$ cat src/rtl/timer_frequency_controller.sv
// timer_frequency_controller: button-stepped blink timer (OFF/1/2/5/10 Hz) with a
// one-cycle expiry tick and a toggling LED.
module timer_frequency_controller #(
   parameter int unsigned CLOCK_FREQUENCY_HZ = 50000000
) (
   input  logic       clock,
   input  logic       reset,
   input  logic       button,
   input  logic       hold,
   output logic       led,
   output logic       tick,
   output logic [2:0] state_index
);
   typedef enum logic [2:0] {OFF = 3'd0, F1 = 3'd1, F2 = 3'd2, F5 = 3'd3, F10 = 3'd4} state_t;
   localparam logic [31:0] L1  = 32'(CLOCK_FREQUENCY_HZ - 1);
   localparam logic [31:0] L2  = 32'(CLOCK_FREQUENCY_HZ / 2 - 1);
   localparam logic [31:0] L5  = 32'(CLOCK_FREQUENCY_HZ / 5 - 1);
   localparam logic [31:0] L10 = 32'(CLOCK_FREQUENCY_HZ / 10 - 1);
   state_t      state, next;
   logic [1:0]  btn_sync, hold_sync;
   logic        btn_prev, step, running;
   logic [31:0] count, last;
   always_ff @(posedge clock or posedge reset)
      if (reset) begin
         btn_sync  <= '0;
         hold_sync <= '0;
         btn_prev  <= 1'b0;
      end else begin
         btn_sync  <= {btn_sync[0], button};
         hold_sync <= {hold_sync[0], hold};
         btn_prev  <= btn_sync[1];
      end
   assign step = btn_sync[1] & ~btn_prev;
   always_ff @(posedge clock or posedge reset)
      if (reset) state <= OFF;
      else state <= next;
   // encodings 5-7 fall into default and recover to OFF on the next edge
   always_comb begin
      next = OFF;
      case (state)
         OFF:     next = step ? F1  : OFF;
         F1:      next = step ? F2  : F1;
         F2:      next = step ? F5  : F2;
         F5:      next = step ? F10 : F5;
         F10:     next = step ? OFF : F10;
         default: next = OFF;
      endcase
   end
   assign running     = state inside {F1, F2, F5, F10};
   assign last        = state == F1 ? L1 : state == F2 ? L2 : state == F5 ? L5 : L10;
   assign state_index = state;
   always_ff @(posedge clock or posedge reset)
      if (reset) begin
         count <= '0;
         tick  <= 1'b0;
         led   <= 1'b0;
      end else if (step) begin
         count <= '0;
         tick  <= 1'b0;
         led   <= led & (next != OFF);
      end else if (!running) begin
         count <= '0;
         tick  <= 1'b0;
         led   <= 1'b0;
      end else if (hold_sync[1]) begin
         tick  <= 1'b0;
      end else if (count == last) begin
         count <= '0;
         tick  <= 1'b1;
         led   <= ~led;
      end else begin
         count <= count + 32'd1;
         tick  <= 1'b0;
      end
endmodule

$ cat config.mk
export PLATFORM = sky130hd
export DESIGN_NAME = timer_frequency_controller
export DESIGN_NICKNAME = d
export VERILOG_FILES = /design/src/rtl/timer_frequency_controller.sv
export SDC_FILE = /design/constraint.sdc
export NUM_CORES = 1
export LEC_CHECK = 0
export BUFFER_PORTS_ARGS = -buffer_cell sky130_fd_sc_hd__buf_2
export CAP_MARGIN = 20
export CELL_PAD_IN_SITES_DETAIL_PLACEMENT = 0
export CELL_PAD_IN_SITES_GLOBAL_PLACEMENT = 2
export CORE_UTILIZATION = 43
export DETAILED_ROUTE_END_ITERATION = 10
export MAX_ROUTING_LAYER = met4
export PLACE_DENSITY_LB_ADDON = 0.05
export SLEW_MARGIN = 30
export SYNTH_ARGS = -nofsm -noshare
export SYNTH_HDL_FRONTEND = slang
export SYNTH_SLANG_ARGS = --single-unit
$ cat constraint.sdc
create_clock -name clock -period 5 [get_ports clock]
set_input_delay 0.25 -clock clock [delete_from_list [all_inputs] [get_ports clock]]
set_output_delay 0.25 -clock clock [all_outputs]
set_load 0.01 [all_outputs]
Yosys cells after proc, flatten, opt, wreduce, memory -nomap -nowiden. Index checks and enable logic that the tools add are counted.

Register bits: 42. Input bits: 4. Output and inout port bits: 5. Word-level logic and storage cells: 44.

Add/sub/neg operators: 1. Equality and inequality tests: 7. Muxes and demuxes: 21. Bitwise logic cells: 4. Reductions and logical operators: 4.

Operators with widths (count): 32-bit two-way mux (4); 32-bit by 1-bit adder with 32-bit output, second input constant (1); 32-bit by 26-bit == test with 1-bit output (1); 26-bit two-way mux (1); 25-bit two-way mux (1); 24-bit two-way mux (1); 3-bit one-hot mux with 5 select lines (1); 1-bit two-way mux (10); 3-bit by 2-bit == test with 1-bit output, second input constant (2); 3-bit two-way mux (2); 4-bit nonzero test (1); 3-bit by 1-bit == test with 1-bit output, second input constant (1); 3-bit == test, second input constant (1); 3-bit logical NOT (1); 3-bit by 2-bit inequality test with 1-bit output, second input constant (1); 3-bit inequality test, second input constant (1); 3-bit nonzero test (1); 1-bit bitwise AND (2); 2-bit two-way mux (1); 1-bit NOT (2); 2-bit AND reduction (1).

Logic depth before layout (Yosys ltp). Gate-level depths: netlist (run 1).

Word-level depth: 9. Mapped depth: 9. Depth with buffers taken out: 7.

Worst setup path before layout (run 1). No wires, ideal clock.

Kind: register to register. Start point: register state[2], in the netlist state_index[2]. End point: register count[16]. Setup time: 0.119 ns. Arrival time: 2.034 ns. Data required time: 4.881 ns. Setup slack: 2.847 ns. Stages on the path, launching flop included: 9. Buffers on the path: 2. Clock period less this slack: 2.153 ns. Cells stage by stage: dfrtp_1 -> buf_2 -> nor2b_1 -> mux2i_1 -> a22oi_1 -> or4_4 -> o21ai_2 -> buf_4 -> nor2_1.

Word-level cells in the longest chain between the ends: 9. Elaborated cells on any way between the ends: 14. Classes of those cells: eq/ne: 6; mux: 7; reduce/logical: 1.

Ends and longest elaborated chain: from (decl) (line 19) `state_t state, next;`; from (signal assigned) (line 36) `else state <= next;`; 3-bit by 2-bit == test with 1-bit output (line 49, 50); 24-bit two-way mux (line 50) `assign last = state == F1 ? L1 : state == F2 ? L2 : state == F5 ? L5 : L10;`; 25-bit two-way mux (line 50); 26-bit two-way mux (line 50); 32-bit by 26-bit == test with 1-bit output (line 67) `end else if (count == last) begin`; 32-bit two-way mux (line 67); 32-bit two-way mux (line 65) `end else if (hold_sync[1]) begin`; 32-bit two-way mux (line 61) `end else if (!running) begin`; 32-bit two-way mux (line 57) `end else if (step) begin`; to (signal assigned) (line 72) `count <= count + 32'd1;`; to (decl) (line 22) `logic [31:0] count, last;`.

Parallel ways exist; a longest one is shown, timed or not. The select of a mux whose other input is x is not followed. A chain may end at the register's enable or synchronous reset.

Worst setup path in the final report (run 1).
Start point: register state[0], in the netlist state_index[0]. End point: register count[16].

The elaborated chain is that of the path after synthesis.

==> impl_metrics.env, run 1 <==
export IMPL_synth_area_leaders="dfrtp_1, nor2_1, xnor2_1"
export IMPL_yosys_area_top_type_share_pct=44.5
export IMPL_drive_above_1_share_pct=14.6
export IMPL_core_area_um2=5200
export IMPL_post_syn_nets=246
export IMPL_route_antenna_remaining_nets=0
export IMPL_initial_antenna_violation_count=0
export IMPL_clkLatencyLatePin_ps=290
export IMPL_use_met1_pct=26.6
export IMPL_async_reset_ff_share_pct=100
export IMPL_hold_path_class="in -> reg"
export IMPL_setup_repair_after_global_routing_missed_its_margin="false"
export IMPL_worst_setup_path_start_kind="flop"
export IMPL_p_per_area_nw_per_um2=344
export IMPL_port_buffers=8
export IMPL_run_status="completed"
export IMPL_cts_tree="yes"
export IMPL_num_vias=1723
export IMPL_placed_cell_area_um2=2420
export IMPL_synth_top_family_by_area="simple AND/OR/NAND/NOR gates"
export IMPL_path_clk_slew_ps=80
export IMPL_synth_area_in_simple_gates_pct=29.5
export IMPL_worst_pin_slew_ps=634
export IMPL_grt_first_pass_wirelength_um=8580
export IMPL_synth_sequential_area_ratio_pct=44.5
export IMPL_detailedRoute_firstPassIterationCount=4
export IMPL_route_detailed_drc=0
export IMPL_syn_avg_cell_area_um2=9.79
export IMPL_grt_overflow_total=0
export IMPL_worst_ir_drop_vdd_v=0.000171
export IMPL_num_fill_cells=487
export IMPL_cts_resized_gates=0
export IMPL_place_detailed_hpwl_um=3510
export IMPL_synth_enable_flop_cells=0
export IMPL_layout_skew_ps=2.39
export IMPL_postRouteWirelength_um=4860
export IMPL_floorplan_die_area_um2=5790
export IMPL_post_synth_fa_ha_maj_area_fraction_pct=0.530
export IMPL_category_of_the_worst_setup_path_capture_point="flop"
export IMPL_layout_common_cells="dfrtp_1, nor2_1, xnor2_1, xor2_1, nand2_1"
export IMPL_grtUsageMet2_pct=29.4
export IMPL_total_leakage_power_nw=1.05
export IMPL_cp_max_fo=18
export IMPL_grt_use_met3_pct=3.71
export IMPL_grt_start_max_net_pins=43
export IMPL_hold_viol=0
export IMPL_postLayoutCellArea_um2=2530
export IMPL_cts_max_level=2
export IMPL_ys_seq_elements=42
export IMPL_pwr_share_comb_pct=24.7
export IMPL_clk_root_buffer_cell="clkbuf_8"
export IMPL_final_min_clock_period_ps=2960
export IMPL_cts_buffers=5
export IMPL_grt_pass1_vias=1712
export IMPL_hold_buffers=0
export IMPL_switching_share_pct=33.3
export IMPL_yosysTopAreaCell="dfrtp_1"
export IMPL_fin_util_pct=48.7
export IMPL_drt_iter0_markers=70
export IMPL_synth_compound_gate_area_share_pct=7.74
export IMPL_clockBufferDepth=2
export IMPL_internal_power_uw=581
export IMPL_synthXorXnorAreaFrac_pct=11.9
export IMPL_cap_viol_max_count=0
export IMPL_setup_violations=0
export IMPL_grt_util_all_layers_pct=19.5
export IMPL_dieHeight_um=76.1
export IMPL_die_w_um=76.1
export IMPL_core_rowCount=26
export IMPL_synth_cell_types=50
export IMPL_tritoncts_num_sinks=42
export IMPL_r2r_setup_slack_ps=2040
export IMPL_timing_slew_headroom_pct=57.7
export IMPL_crit_required_ps=5170
export IMPL_number_of_post_cts_setup_repair_buffers=0
export IMPL_cp_arrival_ps=3130
export IMPL_num_nets_final=251
export IMPL_period_share_pct=59.2
export IMPL_syn_to_final_growth_pct=7.37
export IMPL_timing_setup_critical_path_class="reg -> reg"
export IMPL_initial_core_util_pct=45.3
export IMPL_ports=9
export IMPL_syn_area_um2=2360
export IMPL_ys_dominant_reg_cell="dfrtp_1"
export IMPL_net_switching_power_uw=290
export IMPL_finalWeightedCongestion=0.783
export IMPL_reg_power_share_pct=46.7
export IMPL_layout_commonest_cell="dfrtp_1"
export IMPL_drt_vias_per_instance=5.44
export IMPL_clock_power_share_pct=28.7
export IMPL_grt_busiest_layer="met2"
export IMPL_setup_tns_final_ps=0
export IMPL_num_antenna_cells=0
export IMPL_synth_mux_area_share_pct=0.848
export IMPL_yosys_warnings=0
export IMPL_postSynthCellCount=241
export IMPL_wl_per_cell_um=15.3
export IMPL_pins_over_their_slew_limit=0
export IMPL_max_clock_freq_mhz=338
==> kinds of logic after synthesis <==
| group | Yosys count |
|---|---|
| and+or+nand+nor | 120 |
| xor gates and xnor gates | 32 |
| DFF | 42 |
| buffers and inverters | 22 |
| muxes | 2 |
| adders and majority gates | 1 |
| AOI/OAI and AO/OA | 22 |
==> critical path, stage by stage (launching register included) <==
cell,delay [ps]
dfrtp_1,620
nor2b_1,400
mux2i_1,240
a22oi_1,110
or4_4,510
o21ai_2,520
buf_4,350
nor2_1,80
==> path summary, 6_finish.rpt <==
path,to,startpoint,cells past startpoint
setup / recovery,count[16]$_DFFE_PP0P_,state_index[0]$_DFF_PP0_,7
max in group asynchronous,count[23]$_DFFE_PP0P_,reset,3
hold / removal,hold_sync[0]$_DFF_PP0_,hold,1
min in group asynchronous,hold_sync[1]$_DFF_PP0_,reset,3
hold reg to reg,hold_sync[1]$_DFF_PP0_,hold_sync[0]$_DFF_PP0_,0
setup reg to reg,count[16]$_DFFE_PP0P_,state_index[0]$_DFF_PP0_,7
==> synthesized netlist by cell type, types with 2 or more instances <==
master,instances
and3_1,5
and3b_1,2
nor3_1,6
nor2b_1,6
nor4b_1,2
nor3_2,2
nand3_2,4
mux2i_1,2
a21oi_1,5
inv_1,10
buf_2,3
nand2_1,15
xor2_1,16
buf_4,4
nand4b_1,4
o21ai_0,4
xnor2_1,16
and4_1,3
buf_6,2
nand3_1,12
clkbuf_1,3
nand4_1,6
dfrtp_1,42
nor2_2,4
nor2_1,38
==> cell type report <==
type,instances,area (um2),area share [%]
multi-input combinational,177,1190,47.1
inverter,10,37.5,1.48
clock buffer,8,110,4.35
timing repair buffer,10,55.1,2.17
tap,70,87.6,3.46
sequential,42,1050,41.5
==> power groups by stage <==
stage	clock network, mW	registers (mW)	logic [mW]
detailed placement	0	0.413	0.216
floorplan	0	0.387	0.216
CTS	0.260	0.406	0.217
finish	0.250	0.406	0.215
global placement	0	0.408	0.215
global route	0.273	0.413	0.240
==> registers in the layout (all words and copies together), names as in the netlist <==
signal	count
count	32
state_index	3
btn_sync	2
hold_sync	2
btn_prev	1
led	1
tick	1
==> through the flow <==
step,cells,power (mW),setup WS [ps],hold slack [ps]
finish,317,0.871,2040,63.4
global placement,309,0.623,2140,334
CTS,317,0.883,2000,51.5
detailed placement,309,0.629,2030,339
floorplan,241,0.602,2850,281
global route,317,0.925,1790,53.0
==> metal layers <==
layer	vias up	routed length, um	share of wire, %
li1	839	-	-
met1	844	2320	48
met2	34	2320	48
met3	6	172	3.5
met4	0	51	1.0
met5	-	0	0
No activity file was read; power rests on OpenSTA's default activity.
==> inputs of run 2 (changes only) <==
CORE_UTILIZATION = 40   (was 43)
clock period = 3.1 ns   (was 5 ns; I/O delays follow)
==> run 2 against run 1 <==
The flow now finishes with violations (hold timing). Clock power rose by 45%. Core utilization fell by 3.2 points. Power rose by 59%. Design area rose by 0.74%. Routed wire length rose by 5.0%. Clock skew rose by 6.6 ps. Register-to-register slack got worse by 1400 ps. Non-clock buffer count rose by 4. Critical endpoint is now count[17]$_DFFE_PP0P_. Largest cell class unchanged. Highest routed layer unchanged.
==> impl_metrics.env, run 2 (same netlist as run 1, synthesis figures left out) <==
export IMPL_layout_commonest_cell="dfrtp_1"
export IMPL_place_detailed_hpwl_um=3650
export IMPL_cts_tree="yes"
export IMPL_failing_checks="hold timing"
export IMPL_detailedRoute_firstPassIterationCount=5
export IMPL_period_share_pct=80.7
export IMPL_r2r_setup_slack_ps=600
export IMPL_final_min_clock_period_ps=2500
export IMPL_layout_skew_ps=9.02
export IMPL_largest_register="count"
export IMPL_clock_power_share_pct=26.2
export IMPL_switching_share_pct=34.8
export IMPL_largest_register_ffs=32
export IMPL_grt_first_pass_wirelength_um=8830
export IMPL_internal_power_uw=903
export IMPL_grt_overflow_total=0
export IMPL_finalWeightedCongestion=0.812
export IMPL_tritoncts_num_sinks=42
export IMPL_port_buffers=8
export IMPL_final_hold_worst_slack_ps=-8.73
export IMPL_grt_util_all_layers_pct=19.1
export IMPL_reg_power_share_pct=47.1
export IMPL_net_switching_power_uw=483
export IMPL_setup_ws_ps=599
export IMPL_num_antenna_cells=0
export IMPL_timing_setup_critical_path_class="reg -> reg"
export IMPL_setup_tns_final_ps=0
export IMPL_clockBufferDepth=2
export IMPL_category_of_the_worst_setup_path_capture_point="flop"
export IMPL_dp_slack_ps=601
export IMPL_post_layout_total_power_mw=1.39
export IMPL_path_clk_slew_ps=80
export IMPL_max_clock_freq_mhz=400
export IMPL_grt_start_max_net_pins=43
export IMPL_total_leakage_power_nw=1.06
export IMPL_cap_viol_max_count=0
export IMPL_r2r_worst_path_cells=7
export IMPL_syn_to_final_growth_pct=8.17
export IMPL_setup_repair_after_global_routing_missed_its_margin="false"
export IMPL_core_area_um2=5610
export IMPL_hold_viol=20
export IMPL_crit_reg2reg_launch="state_index[0]$_DFF_PP0_"
export IMPL_worst_ir_drop_vdd_v=0.000282
export IMPL_postRouteWirelength_um=5100
export IMPL_dieHeight_um=78.8
export IMPL_pwr_share_comb_pct=26.7
export IMPL_num_vias=1713
export IMPL_drt_iter0_markers=97
export IMPL_ports=9
export IMPL_cts_max_level=2
export IMPL_worst_pin_slew_ps=538
export IMPL_crit_required_ps=3270
export IMPL_timing_slew_headroom_pct=64.2
export IMPL_clk_root_buffer_cell="clkbuf_8"
export IMPL_initial_core_util_pct=42.1
export IMPL_drt_vias_per_instance=5.30
export IMPL_pins_over_their_slew_limit=0
export IMPL_worst_setup_path_start_kind="flop"
export IMPL_setup_violations=0
export IMPL_p_per_area_nw_per_um2=543
export IMPL_cts_buffers=5
export IMPL_drive_above_1_share_pct=14.7
export IMPL_die_w_um=78.8
export IMPL_wl_per_cell_um=15.8
export IMPL_hold_path_class="in -> async"
export IMPL_floorplan_die_area_um2=6210
export IMPL_setup_worst_path_end="count[17]$_DFFE_PP0P_"
export IMPL_grt_pass1_vias=1733
export IMPL_route_detailed_drc=0
export IMPL_num_fill_cells=562
export IMPL_run_status="complete, but fails checks"
export IMPL_clkLatencyLatePin_ps=290
export IMPL_initial_antenna_violation_count=0
export IMPL_layout_common_cells="dfrtp_1, nor2_1, xnor2_1, xor2_1, nand2_1"
export IMPL_cp_arrival_ps=2670
export IMPL_num_nets_final=255
export IMPL_route_antenna_remaining_nets=0
export IMPL_cp_max_fo=22
export IMPL_r2r_end="count[17]$_DFFE_PP0P_"
export IMPL_core_rowCount=27
export IMPL_worstSetupStartpoint="state_index[0]$_DFF_PP0_"
## run 2: through the flow
step                      hold slack [ps]  util (%)  area, um2  instances
final                               -8.73      45.5       2550        323
after global routing                 50.0      45.5       2550        323
after CTS                            10.2      45.5       2550        323
after detailed placement              268      43.5       2440        313
after global placement                264      43.5       2440        313
after floorplan                       186         -       2360        241
## run 2: cell type report
| class | count | area [um2] | share of cell area (%) |
|---|---|---|---|
| Clock buffer | 7 | 86.3 | 3.38 |
| Clock inverter | 1 | 5.00 | 0.196 |
| Multi-Input combinational cell | 177 | 1190 | 46.7 |
| Timing Repair Buffer | 14 | 90.1 | 3.53 |
| Sequential cell | 42 | 1050 | 41.2 |
| Inverter | 10 | 37.5 | 1.47 |
| Tap cell | 72 | 90.1 | 3.53 |
## run 2: power by group through the flow
stage	clock network (mW)	registers, mW	logic [mW]
6_report	0.363	0.653	0.370
2_1_floorplan	0	0.624	0.348
5_1_grt	0.409	0.661	0.405
3_3_place_gp	0	0.658	0.364
3_5_place_dp	0	0.664	0.368
4_1_cts	0.380	0.653	0.373
## run 2: how the worst min path moves through the flow
stage	endpoint	slack [ps]	cells past startpoint	from
3_5_place_dp	btn_sync[0]$_DFF_PP0_	270	1	button
5_1_grt	count[1]$_DFFE_PP0P_	50	3	reset
6_report	hold_sync[0]$_DFF_PP0_	-9	3	reset
2_1_floorplan	btn_sync[0]$_DFF_PP0_	190	0	button
4_1_cts	count[3]$_DFFE_PP0P_	10	3	reset
3_3_place_gp	btn_sync[0]$_DFF_PP0_	260	1	button
## run 2: what timing repair did
item	4_1_cts	5_1_grt
endpoints found under the setup margin	0	0
endpoints found under the hold margin	2	0
buffers inserted	0	0
resized for setup	0	0
hold buffers	2	0
## run 2: per-layer routing
| metal | vias to the layer above | track usage, % | part of all wire (%) |
|---|---|---|---|
| met3 | 7 | 3.45 | 2.9 |
| met1 | 834 | 25.0 | 48 |
| met5 | - | - | 0 |
| met2 | 22 | 30.3 | 48 |
| li1 | 850 | - | - |
| met4 | 0 | 5.56 | 1.4 |
## run 2: worst max-delay path, cell delays in order (launching register included)
cell	delay, ps
dfrtp_1	610
nor2b_1	390
mux2i_1	220
a22oi_1	110
or4_4	510
o21ai_2	150
buf_4	290
nor2_1	90
==> inputs of run 3 (changes only) <==
clock period = 2.54 ns   (was 3.1 ns; I/O delays follow)
==> run 3 against run 2 <==
Highest routed layer unchanged. Routed wire length hardly changed. Critical path depth is 1 lower. Register-to-register slack worse by 420 ps. Sequential cell count stayed put. The run still ends with hold timing left.
==> impl_metrics.env, run 3 (same netlist as run 1, synthesis figures left out) <==
export IMPL_layout_commonest_cell="dfrtp_1"
export IMPL_num_antenna_cells=0
export IMPL_hold_path_class="in -> async"
export IMPL_die_w_um=78.8
export IMPL_failing_checks="hold timing"
export IMPL_worst_pin_slew_ps=842
export IMPL_setup_tns_final_ps=0
export IMPL_drt_iter0_markers=78
export IMPL_grt_util_all_layers_pct=19.2
export IMPL_grt_start_max_net_pins=23
export IMPL_port_buffers=8
export IMPL_numPlacedInstances=315
export IMPL_category_of_the_worst_setup_path_capture_point="flop"
export IMPL_layout_common_cells="dfrtp_1, nor2_1, xnor2_1, xor2_1, nand2_1"
export IMPL_postLayoutCellArea_um2=2560
export IMPL_layout_cells_non_filler=324
export IMPL_layout_skew_ps=7.73
export IMPL_crit_required_ps=2720
export IMPL_final_hold_worst_slack_ps=-6.56
export IMPL_cap_viol_max_count=0
export IMPL_drive_above_1_share_pct=14.7
export IMPL_tritoncts_num_sinks=42
export IMPL_grt_first_pass_wirelength_um=8780
export IMPL_core_area_um2=5610
export IMPL_num_nets_final=257
export IMPL_number_of_post_cts_setup_repair_buffers=0
export IMPL_largest_register_ffs=32
export IMPL_postRouteWirelength_um=5110
export IMPL_total_leakage_power_nw=1.06
export IMPL_run_status="complete, but fails checks"
export IMPL_dp_slack_ps=198
export IMPL_grt_overflow_total=0
export IMPL_num_vias=1739
export IMPL_clkLatencyLatePin_ps=290
export IMPL_worst_ir_drop_vdd_v=0.000339
export IMPL_place_detailed_hpwl_um=3810
export IMPL_worst_setup_path_start_kind="flop"
export IMPL_dieHeight_um=78.8
export IMPL_path_clk_slew_ps=80
export IMPL_finalWeightedCongestion=0.805
export IMPL_floorplan_die_area_um2=6210
export IMPL_cts_max_level=2
export IMPL_ports=9
export IMPL_setup_violations=0
export IMPL_cts_buffers=5
export IMPL_drt_vias_per_instance=5.37
export IMPL_hold_buffers=2
export IMPL_timing_slew_headroom_pct=43.8
export IMPL_cp_max_fo=13
export IMPL_cts_resized_gates=0
export IMPL_period_share_pct=93.0
export IMPL_route_detailed_drc=0
export IMPL_initial_core_util_pct=42.1
export IMPL_cp_arrival_ps=2540
export IMPL_setup_ws_ps=177
export IMPL_max_clock_freq_mhz=423
export IMPL_initial_antenna_violation_count=0
export IMPL_clk_root_buffer_cell="clkbuf_8"
export IMPL_num_fill_cells=573
export IMPL_detailedRoute_firstPassIterationCount=4
export IMPL_cts_tree="yes"
export IMPL_p_per_area_nw_per_um2=653
export IMPL_final_min_clock_period_ps=2360
export IMPL_syn_to_final_growth_pct=8.70
export IMPL_largest_register="count"
export IMPL_grt_pass1_vias=1742
export IMPL_hold_viol=17
export IMPL_setup_repair_after_global_routing_missed_its_margin="false"
export IMPL_placed_cell_area_um2=2470
export IMPL_core_rowCount=27
export IMPL_route_antenna_remaining_nets=0
export IMPL_pins_over_their_slew_limit=0
export IMPL_timing_setup_critical_path_class="reg -> reg"
export IMPL_wl_per_cell_um=15.8
export IMPL_clockBufferDepth=2
==> run 3: final cells by class <==
type	instances	area (um2)	share of cell area (%)
well taps	72	90.1	3.51
flip-flops and latches	42	1050	41.0
clock buffers	7	76.3	2.98
multi-input cells	177	1190	46.5
repair buffers	16	118	4.59
inverters	10	37.5	1.46
==> run 3: critical path, stage by stage, from the launching register on <==
cell      delay (ps)
dfrtp_1          550
or3_4            450
a41oi_4          350
and4bb_1         500
nand4_1          170
xnor2_1          170
nor2_1            50
==> run 3: path summary, 6_finish.rpt <==
check,startpoint,to,slack [ps],depth (start not counted)
worst max-delay path,state_index[0]$_DFF_PP0_,count[25]$_DFFE_PP0P_,180,6
worst min-delay path,reset,btn_sync[0]$_DFF_PP0_,-7,2
worst max register to register,state_index[0]$_DFF_PP0_,count[25]$_DFFE_PP0P_,180,6
worst min register to register,btn_sync[0]$_DFF_PP0_,btn_sync[1]$_DFF_PP0_,360,0
max in group asynchronous,reset,count[20]$_DFFE_PP0P_,1940,3
min in group clock,btn_sync[0]$_DFF_PP0_,btn_sync[1]$_DFF_PP0_,360,0
==> run 3: stage by stage <==
stage          util, %  power (mW)
2_1_floorplan        -        1.19
4_1_cts           45.7        1.70
3_3_place_gp      44.0        1.27
6_report          45.7        1.68
5_1_grt           45.7        1.78
3_5_place_dp      44.0        1.28
==> run 3: report_power, final <==
group          switching [mW]  internal, mW
Combinational           0.274         0.195
Sequential             0.0964         0.704
Clock                   0.217         0.190
Total                   0.587          1.09
==> run 3: per-layer routing <==
layer  vias up  GRT usage (%)  wire length (um)
li1        850              -                 -
met1       855           24.8              2400
met2        29           30.5              2490
met3         5           4.14               172
met4         0           5.00                44
met5         -              -                 0
